`src/rtl/cla_pkg.sv`:
```
`default_nettype none
// ============================================================================
//  Module   : cla_pkg
//  Purpose  : Constants and the result record shared by the CLA result path.
//             Covers the 16-bit adder width, its pipeline depth and the
//             {ovf, sum} record the adder produces.
//  Revision : 1.0  initial release
// ============================================================================
package cla_pkg;

    localparam int CLA_WIDTH = 16;
    localparam int CLA_LAT   = 2;

    typedef struct packed {
        logic                 ovf;
        logic [CLA_WIDTH-1:0] sum;
    } cla_result_t;

endpackage : cla_pkg
`default_nettype wire

```
`src/rtl/cla_result_fifo_if.sv`:
```
`default_nettype none
// ============================================================================
//  Module   : cla_result_fifo_if
//  Purpose  : Bundle of the issue-side, adder-side and consumer-side signals
//             of the CLA result FIFO. The master modport is the surrounding
//             system: issuer, adder and consumer. The slave modport is the
//             FIFO block.
//  Revision : 1.0  initial release
// ============================================================================
interface cla_result_fifo_if
    import cla_pkg::*;
#(
    parameter int WIDTH = CLA_WIDTH,
    parameter int DEPTH = 4
);
    localparam int c_cnt_w = $clog2(DEPTH) + 1;

    logic               in_valid;
    logic               issue_ready;
    logic [WIDTH-1:0]   sum_in;
    logic               ovf_in;
    logic               out_valid;
    logic               out_ready;
    logic [WIDTH-1:0]   out_sum;
    logic               out_ovf;
    logic [c_cnt_w-1:0] count;
    logic [7:0]         ovf_count;

    modport master (
        output in_valid, sum_in, ovf_in, out_ready,
        input  issue_ready, out_valid, out_sum, out_ovf, count, ovf_count
    );

    modport slave (
        input  in_valid, sum_in, ovf_in, out_ready,
        output issue_ready, out_valid, out_sum, out_ovf, count, ovf_count
    );

endinterface : cla_result_fifo_if
`default_nettype wire

```
`src/rtl/cla_valid_pipe.sv`:
```
`default_nettype none
// ============================================================================
//  Module   : cla_valid_pipe
//  Purpose  : LAT-deep shift register of issue flags. It runs in lock-step
//             with the adder pipeline. tail marks the cycle whose adder
//             output belongs to an issued op. inflight counts issued ops not
//             yet captured.
//  Revision : 1.0  initial release
// ============================================================================
module cla_valid_pipe #(
    parameter int LAT = 2
) (
    input  wire logic                       clk,
    input  wire logic                       rst_n,
    input  wire logic                       issue,
    output logic                            tail,
    output logic [$clog2(LAT+1)-1:0]        inflight
);
    localparam int c_cnt_w = $clog2(LAT + 1);

    logic [LAT-1:0]     r_pipe;
    logic [c_cnt_w-1:0] w_cnt;

    generate
        if (LAT == 1) begin : g_lat_one
            // Single-stage pipe: the issue flag itself is the tail next cycle.
            always_ff @(posedge clk or negedge rst_n) begin
                if (!rst_n) r_pipe <= '0;
                else        r_pipe <= issue;
            end
        end else begin : g_lat_multi
            // Shift issue flags toward the tail, one stage per clock.
            always_ff @(posedge clk or negedge rst_n) begin
                if (!rst_n) r_pipe <= '0;
                else        r_pipe <= {r_pipe[LAT-2:0], issue};
            end
        end
    endgenerate

    // Popcount of the pipe: ops issued but not yet pushed into the FIFO.
    always_comb begin
        w_cnt = '0;
        for (int i = 0; i < LAT; i++) begin
            w_cnt = w_cnt + c_cnt_w'(r_pipe[i]);
        end
    end

    assign tail     = r_pipe[LAT-1];
    assign inflight = w_cnt;

endmodule : cla_valid_pipe
`default_nettype wire

```
`src/rtl/cla_result_fifo.sv`:
```
`default_nettype none
// ============================================================================
//  Module   : cla_result_fifo
//  Purpose  : Captures pipelined CLA adder results {ovf, sum} into a small
//             first-word-fall-through FIFO. The FIFO feeds a valid/ready
//             consumer. issue_ready is credit-based, so the non-stallable
//             adder can never overrun the FIFO.
//             Optional: define CLA_RES_OVFCNT_EN to enable the saturating
//             overflow counter on ovf_count; otherwise ovf_count reads 0.
//  Revision : 1.0  initial release
// ============================================================================
module cla_result_fifo
    import cla_pkg::*;
#(
    parameter int WIDTH = CLA_WIDTH,
    parameter int LAT   = CLA_LAT,
    parameter int DEPTH = 4
) (
    input  wire logic        clk,
    input  wire logic        rst_n,
    cla_result_fifo_if.slave bus
);
    localparam int c_aw    = $clog2(DEPTH);
    localparam int c_cw    = c_aw + 1;
    localparam int c_lw    = $clog2(LAT + 1);

    logic [WIDTH:0]     r_mem [DEPTH];
    logic [c_aw-1:0]    r_wr_ptr;
    logic [c_aw-1:0]    r_rd_ptr;
    logic [c_cw-1:0]    r_count;
    logic [WIDTH:0]     r_last;

    logic               w_tail;
    logic [c_lw-1:0]    w_inflight;
    logic [31:0]        w_credit;
    logic               w_issue_ready;
    logic               w_issue;
    logic               w_push;
    logic               w_pop;
    logic               w_not_empty;
    logic [WIDTH:0]     w_head;

    // Stored entries plus results still inside the adder must fit in the FIFO.
    assign w_credit      = 32'(r_count) + 32'(w_inflight);
    assign w_issue_ready = (w_credit < 32'(DEPTH));
    assign w_issue       = bus.in_valid && w_issue_ready;
    assign w_push        = w_tail;
    assign w_not_empty   = (r_count != '0);
    assign w_pop         = bus.out_ready && w_not_empty;

    cla_valid_pipe #(
        .LAT      (LAT)
    ) u_valid_pipe (
        .clk      (clk),
        .rst_n    (rst_n),
        .issue    (w_issue),
        .tail     (w_tail),
        .inflight (w_inflight)
    );

    // Result storage; the credit rule guarantees a free slot on every push.
    always_ff @(posedge clk) begin
        if (w_push) r_mem[r_wr_ptr] <= {bus.ovf_in, bus.sum_in};
    end

    // Pointers, occupancy and the last popped value held while empty.
    always_ff @(posedge clk or negedge rst_n) begin
        if (!rst_n) begin
            r_wr_ptr <= '0;
            r_rd_ptr <= '0;
            r_count  <= '0;
            r_last   <= '0;
        end else begin
            if (w_push) r_wr_ptr <= r_wr_ptr + c_aw'(1);
            if (w_pop) begin
                r_rd_ptr <= r_rd_ptr + c_aw'(1);
                r_last   <= r_mem[r_rd_ptr];
            end
            if (w_push && !w_pop)      r_count <= r_count + c_cw'(1);
            else if (!w_push && w_pop) r_count <= r_count - c_cw'(1);
        end
    end

    // No bypass: a push into an empty FIFO shows up on the next cycle.
    assign w_head = w_not_empty ? r_mem[r_rd_ptr] : r_last;

    assign bus.issue_ready = w_issue_ready;
    assign bus.out_valid   = w_not_empty;
    assign bus.out_sum     = w_head[WIDTH-1:0];
    assign bus.out_ovf     = w_head[WIDTH];
    assign bus.count       = r_count;

`ifdef CLA_RES_OVFCNT_EN
    logic [7:0] r_ovf_count;

    // Saturating count of captured results that carried an overflow.
    always_ff @(posedge clk or negedge rst_n) begin
        if (!rst_n)                                            r_ovf_count <= 8'h00;
        else if (w_push && bus.ovf_in && r_ovf_count != 8'hFF) r_ovf_count <= r_ovf_count + 8'd1;
    end

    assign bus.ovf_count = r_ovf_count;
`else
    assign bus.ovf_count = 8'h00;
`endif

endmodule : cla_result_fifo
`default_nettype wire

```
`src/flat_wrapper.sv`:
```
// flat-port wrapper written by rule: the top's interface ports become plain ports
module cla_result_fifo_flat import cla_pkg::*;
#(
    parameter int WIDTH = CLA_WIDTH,
    parameter int LAT   = CLA_LAT,
    parameter int DEPTH = 4
)
  (clk, rst_n, bus_in_valid, bus_sum_in, bus_ovf_in, bus_out_ready, bus_issue_ready, bus_out_valid, bus_out_sum, bus_out_ovf, bus_count, bus_ovf_count);
  cla_result_fifo_if #(.WIDTH(WIDTH), .DEPTH(DEPTH)) bus_i ();
  input  wire logic clk;
  input  wire logic rst_n;
  input wire logic [$bits(bus_i.in_valid)-1:0] bus_in_valid;
  input wire logic [$bits(bus_i.sum_in)-1:0] bus_sum_in;
  input wire logic [$bits(bus_i.ovf_in)-1:0] bus_ovf_in;
  input wire logic [$bits(bus_i.out_ready)-1:0] bus_out_ready;
  output wire logic [$bits(bus_i.issue_ready)-1:0] bus_issue_ready;
  output wire logic [$bits(bus_i.out_valid)-1:0] bus_out_valid;
  output wire logic [$bits(bus_i.out_sum)-1:0] bus_out_sum;
  output wire logic [$bits(bus_i.out_ovf)-1:0] bus_out_ovf;
  output wire logic [$bits(bus_i.count)-1:0] bus_count;
  output wire logic [$bits(bus_i.ovf_count)-1:0] bus_ovf_count;
  assign bus_i.in_valid = bus_in_valid;
  assign bus_i.sum_in = bus_sum_in;
  assign bus_i.ovf_in = bus_ovf_in;
  assign bus_i.out_ready = bus_out_ready;
  assign bus_issue_ready = bus_i.issue_ready;
  assign bus_out_valid = bus_i.out_valid;
  assign bus_out_sum = bus_i.out_sum;
  assign bus_out_ovf = bus_i.out_ovf;
  assign bus_count = bus_i.count;
  assign bus_ovf_count = bus_i.ovf_count;
  cla_result_fifo #(.WIDTH(WIDTH), .LAT(LAT), .DEPTH(DEPTH)) u_core (.clk(clk), .rst_n(rst_n), .bus(bus_i));
endmodule
```
`config.mk`:
```
export PLATFORM = sky130hd
export DESIGN_NAME = cla_result_fifo_flat
export DESIGN_NICKNAME = d
export VERILOG_FILES = /design/src/rtl/cla_pkg.sv /design/src/rtl/cla_result_fifo_if.sv /design/src/rtl/cla_valid_pipe.sv /design/src/rtl/cla_result_fifo.sv /design/src/flat_wrapper.sv
export SDC_FILE = /design/constraint.sdc
export NUM_CORES = 1
export LEC_CHECK = 0
export CORE_AREA = 2 2 88 90
export CTS_CLUSTER_DIAMETER = 100
export CTS_CLUSTER_SIZE = 30
export DETAILED_ROUTE_END_ITERATION = 12
export DIE_AREA = 0 0 90 92
export GPL_ROUTABILITY_DRIVEN = 0
export GPL_TIMING_DRIVEN = 0
export HOLD_SLACK_MARGIN = 0.03
export PLACE_DENSITY = 0.8
export SLEW_MARGIN = 10
export SYNTH_ARGS = -nofsm -noshare
export SYNTH_HDL_FRONTEND = slang
export SYNTH_HIERARCHICAL = 1
export SYNTH_SLANG_ARGS = --single-unit
```
`constraint.sdc`:
```
create_clock -name clk -period 2.41 [get_ports clk]
set_input_delay 0.482 -clock clk [delete_from_list [all_inputs] [get_ports clk]]
set_output_delay 0.482 -clock clk [all_outputs]
set_load 0.01 [all_outputs]
```
* Word-level counts from Yosys, hierarchy flattened
Memory sizes are Yosys's and may differ from the RTL's.
Cells that the tools add are included.
** Storage, ports and cells
- Flip-flop bits (word level) :: 26
- Bits in latches :: 0
- Memory bits (writable) :: 68
- Memory bits (read-only) :: 0
- Input bits :: 21
- Output and inout port bits :: 30
- Logic and storage cells :: 26
- Memories kept :: 1
** Memory list
- u_core.r_mem :: words 4, width 17, rd ports 1, clocked after memory_dff 0, wr ports 1, line cla_result_fifo.sv:27 : logic [WIDTH:0] r_mem [DEPTH];
** Cells by class
- Add/subtract/negate cells :: 6
- $mul :: 0
- Divide/modulo/power cells :: 0
- $lt $le $gt $ge :: 1
- Equality and inequality tests :: 0
- Shift operators :: 0
- Mux-type cells :: 5
- Bitwise logic cells :: 0
- Reductions and logical operators :: 8
** Operators by type and width (number)
- $lt A32 B3 Y1 const B :: 1
- $mux W17 :: 1
- $mux W3 :: 2
- $add A2 B1 Y2 const B :: 2
- $add A3 B2 Y4 :: 1
- $logic_and A1 B1 Y1 :: 4
- $add A3 B1 Y3 const B :: 1
- $reduce_bool A3 Y1 :: 1
- $sub A3 B1 Y3 const B :: 1
- $add A1 B1 Y2 :: 1
- $logic_not A1 Y1 :: 2
- $mux W1 :: 2
- $reduce_bool A2 Y1 :: 1

* Logic depth before layout (Yosys ltp)
- Depth after elaboration :: 5
- Depth in mapped cells :: 9
- Gate-level depth less buffers :: 8

* Hierarchy
The synthesis kept the hierarchy.
** Modules (own cells, without submodules)
- cla_result_fifo :: instances 1, cells each 188, area an instance 3826.2 sq um, sequential area each 2642.5 sq um
- cla_valid_pipe :: instances 1, cells each 3, area an instance 62.6 sq um, sequential area each 50.0 sq um

* Worst setup path after synthesis
OpenSTA, ideal clock, no wires.
- Path type :: register to register
- Start :: reg u_core.r_count[1] (netlist: u_core/bus.count[1])
- End :: reg u_core.r_count[2] (netlist: u_core/bus.count[2])
- Library setup time :: 79 ps
- Data arrival time :: 2149 ps
- Data required time :: 2331 ps
- Slack :: 182 ps
- Stages on the path, launching flop included :: 10
- Buffers on the path :: 1
- Period minus slack after synthesis :: 2228 ps
- Cells stage by stage :: dfrtp_1 > or3_4 > nand2_2 > buf_6 > ha_1 > inv_1 > fa_1 > xor2_1 > nor2_1 > xor2_1
** Between the ends
- Cells in the longest elaborated chain, start to end :: 5
- Elaborated cells on any way between the ends :: 10
- Classes of those cells :: 2 x add/sub; 2 x mux; 6 x reduce/logical
** RTL lines
- start, declared :: line cla_result_fifo.sv:30 : logic [c_cw-1:0] r_count;
- start signal, assigned :: line cla_result_fifo.sv:79 : if (w_push && !w_pop) r_count <= r_count + c_cw'(1);
- start signal, assigned :: line cla_result_fifo.sv:80 : else if (!w_push && w_pop) r_count <= r_count - c_cw'(1);
- parallel branches: the longest is 5 deep, another holds $sub A3 B1 Y3
Several ways; the timed one is not identified. The select of a mux whose other input is x is not followed.
A chain may end at the register's enable or synchronous reset.

* Worst setup path in the final report
- Start :: reg u_core.r_rd_ptr[0]
- End :: out bus_out_sum[15]
** Between the ends
- Cells in the longest elaborated chain, start to end :: 2
** RTL lines
- start, declared :: line cla_result_fifo.sv:29 : logic [c_aw-1:0] r_rd_ptr;
- start signal, assigned :: line cla_result_fifo.sv:76 : r_rd_ptr <= r_rd_ptr + c_aw'(1);
- $mem_v2 Z4 W17
- $mux W17 :: line cla_result_fifo.sv:85 : assign w_head = w_not_empty ? r_mem[r_rd_ptr] : r_last;
- end, declared :: line flat_wrapper.sv:18 : output wire logic [$bits(bus_i.out_sum)-1:0] bus_out_sum;
No other way between the ends.

==> summary.txt <==
Outcome
  – Status: finished, violations left
  – Failing checks: negative setup slack

Clock network
  – H-tree depth: 3
  – CTS Sinks: 94
  – CTS tree: yes
  – Later-pin clock latency in the skew report: 0.35 ns
  – Num CTS Buffers: 9
  – Clk pin slew, worst setup/hold paths: 0.09 ns
  – Max Root-Sink Buffers: 2
  – Root Buffer: clkbuf_8

Route
  – DR vias: 1923
  – Post-route DRC: 0
  – Wire length on met1: 3.08 mm
  – Vias/cell: 5.17
  – Pre-Repair DR Iteration Count: 4
  – ANT nets after route: 0
  – Drt initial violations: 108
  – Drt total wl: 6.91 mm
  – Max layer used: met4
  – Avg WL per Cell: 18.6 um
  – Metal3 WL: 246 um
  – Metal2 WL: 3.53 mm

Finish
  – Register area: 2700 um2
  – Final Non-Filler Cells: 372
  – Commonest non-fill, non-tap cell in the layout: edfxtp_1
  – Final Core Density: 65.3%
  – Share of cells above drive strength 1: 44.8%
  – Diodes inserted: 0
  – FILL cells: 531
  – Area occupied by multi-input gates: 1100 um2
  – Most frequent cells in the layout: edfxtp_1 (68), dfrtp_1 (24), mux2_2 (23)
  – Area Overhead vs Synth: 25.0%
  – Layout Nets: 294

Worst setup path
  – Crit-path cells: buf_6 -> buf_12 -> mux4_2 -> mux2_4 -> buf_6
  – R2R setup slack: 0.09 ns
  – Max incr delay on CP: 0.52 ns
  – Slowest-stage cell, CP: mux4_2
  – Required time worst endpoint: 1.93 ns
  – Setup crit start kind: flop
  – Worst path buffer plus inverter count: 3
  – WS Path Type: flop to output port
  – Most frequent CP cell: buf_6
  – Critical path peak fanout: 5
  – Worst path top cell family by delay: multiplexers
  – Worst Setup End Kind: output port
  – Critical path arrival: 1.95 ns

Floorplan
  – Io pins: 51
  – DIE WIDTH: 90 um
  – Core ar.: 7450 um2
  – Rows: 32
  – Initial Utilization: 52.2%
  – Die ar.: 8280 um2
  – Die Span Y: 92 um

Synthesis
  – Synthesized area: 3890 um2
  – Yosys Warn Count: 6
  – Syn_area_per_cell: 20.4 um2
  – Netlist cell types: 23
  – Cells after Synth: 191
  – FF+latch count, synth: 94
  – Seq/Total Area, Yosys: 69.2%

Placement
  – I/O Buffers: 42
  – Dpl cells: 342
  – DP Wirelength: 3.96 mm

Global routing
  – Initial antenna violation count: 0
  – Largest net degree at the start of global routing: 27
  – First-pass GRT wire length: 10.5 mm
  – Number of global-route vias before repair: 1988
  – GRT Residual Overflow: 0
  – All-Layer GR Usage: 17.3%

STA
  – RSZ-0062 raised after global routing: yes
  – Final setup fails: 3
  – Fin worst setup slack: -0.0237 ns
  – Skew final: 0.00789 ns
  – Slew headroom: 36.2%
  – Slew @ Worst Pin: 0.957 ns
  – Max frequency: 411 MHz
  – Max-slew violation count: 0
  – Tcrit/Tclk final: 101%
  – Final number of hold-violating endpoints: 0
  – Crit path time final: 2.43 ns

Power and ir drop
  – Clock Power Share: 15.5%
  – Switching power total: 1.89 mW
  – Net Sw Frac: 30.7%
  – LEAKAGE: 1.86 nW
  – Worst vdd ir: 0.574 mV
  – Reg power frac: 37.9%
  – Logic gate share of total power: 46.7%
  – Power Density: 1270 nW/um2
  – P_int: 4.26 mW

Min path
  – Hold Path Class: input pin to async pin

Flow run
  – Max Cap Viol: 0
## worst register-to-register path: stages, from the launching register on
cell,delay (ns)
dfrtp_2,0.42
or3_4,0.43
nand2_4,0.18
buf_6,0.20
ha_1,0.20
inv_1,0.06
fa_1,0.37
xor2_1,0.15
nor2_1,0.11
xor2_1,0.14
## through the flow
stage | TNS, ns | setup slack, ns | total power [mW] | hold slack, ns | cell area, um2
2_1_floorplan | 0 | 0.182 | 3.76 | 0.186 | 3920
3_3_place_gp | -0.542 | -0.168 | 4.59 | 0.381 | 4460
3_5_place_dp | -0.838 | -0.169 | 4.68 | 0.378 | 4460
4_1_cts | -0.101 | -0.0241 | 5.78 | 0.146 | 4700
5_1_grt | -0.939 | -0.0896 | 6.48 | 0.167 | 4860
6_report | -0.0287 | -0.0237 | 6.15 | 0.138 | 4860
## sequential cells by signal (all words and copies together) (netlist names)
register and cells:
u_core/r_wr_ptr 2, u_core/r_mem 68, u_core/r_last 17, u_core/r_rd_ptr 2, u_core/bus.count 3, u_core/u_valid_pipe/r_pipe 2
## Yosys cell counts (all sizes together)
library cell | n | area [um2]
conb | 1 | 3.75
nor2 | 1 | 3.75
inv | 3 | 11.3
mux2 | 35 | 394
and2 | 5 | 31.3
or3 | 1 | 11.3
nand2 | 2 | 10.0
fa | 1 | 20.0
xor2 | 3 | 26.3
dfrtp | 26 | 651
buf | 15 | 135
edfxtp | 68 | 2040
ha | 7 | 87.6
a311oi | 1 | 8.76
nand3 | 1 | 5.00
o21ai | 1 | 5.00
mux4 | 17 | 417
xnor2 | 3 | 26.3
## power by group through the flow
stage | clock network [mW] | logic (mW) | registers [mW]
6_report | 0.951 | 2.87 | 2.33
5_1_grt | 1.04 | 3.07 | 2.37
4_1_cts | 0.969 | 2.49 | 2.32
3_5_place_dp | 0 | 2.30 | 2.37
3_3_place_gp | 0 | 2.25 | 2.34
2_1_floorplan | 0 | 1.44 | 2.32
## routing by layer
metal  GRT usage (%)  vias to the layer above
met4            7.44                        0
li1                -                      875
met3            4.03                        4
met5               0                        -
met1            21.6                     1000
met2            29.1                       44
## area by class of cell
type                            instances  area share (%)
Buffer                                 15            3.27
Clock buffer                            9            2.55
Clock inverter                          7            1.21
Inverter                                3           0.232
Multi-Input combinational cell         86            22.6
Sequential cell                        94            55.4
Tap cell                              102            2.63
Timing Repair Buffer                   56            12.1
## what timing repair did
item / in CTS / in global routing
hold buffers: 0 / 0
setup endpoints to repair: 21 / 19
setup buffers: 9 / 3
pin swaps: 1 / 0
gates cloned: 2 / 1
resized for setup: 98 / 28
## path summary, 6_finish.rpt
kind                                                    startpoint  cells after the start                                      end
min reg2reg                u_core/u_valid_pipe/r_pipe[0]$_DFF_PN0_                      0  u_core/u_valid_pipe/r_pipe[1]$_DFF_PN0_
max reg2reg                        u_core/bus.count[0]$_DFFE_PN0P_                      9          u_core/bus.count[2]$_DFFE_PN0P_
min                                                          rst_n                      1             u_core/r_last[6]$_DFFE_PN0P_
max in group asynchronous                                    rst_n                      1  u_core/u_valid_pipe/r_pipe[1]$_DFF_PN0_
max                                 u_core/r_rd_ptr[0]$_DFFE_PN0P_                      5                          bus_out_sum[15]
min in group clk           u_core/u_valid_pipe/r_pipe[0]$_DFF_PN0_                      0  u_core/u_valid_pipe/r_pipe[1]$_DFF_PN0_
## cells by family after synthesis
kind of cell / after synthesis / synth area share (%)
adders and majority gates: 8 / 2.77
buffers and inverters: 18 / 3.76
and+or+nand+nor: 10 / 1.58
DFF: 94 / 69.2
AOI/OAI and AO/OA: 2 / 0.354
other: 1 / 0.0964
xor gates and xnor gates: 6 / 1.35
muxes: 52 / 20.8
Power figures use the tool's default switching activity.
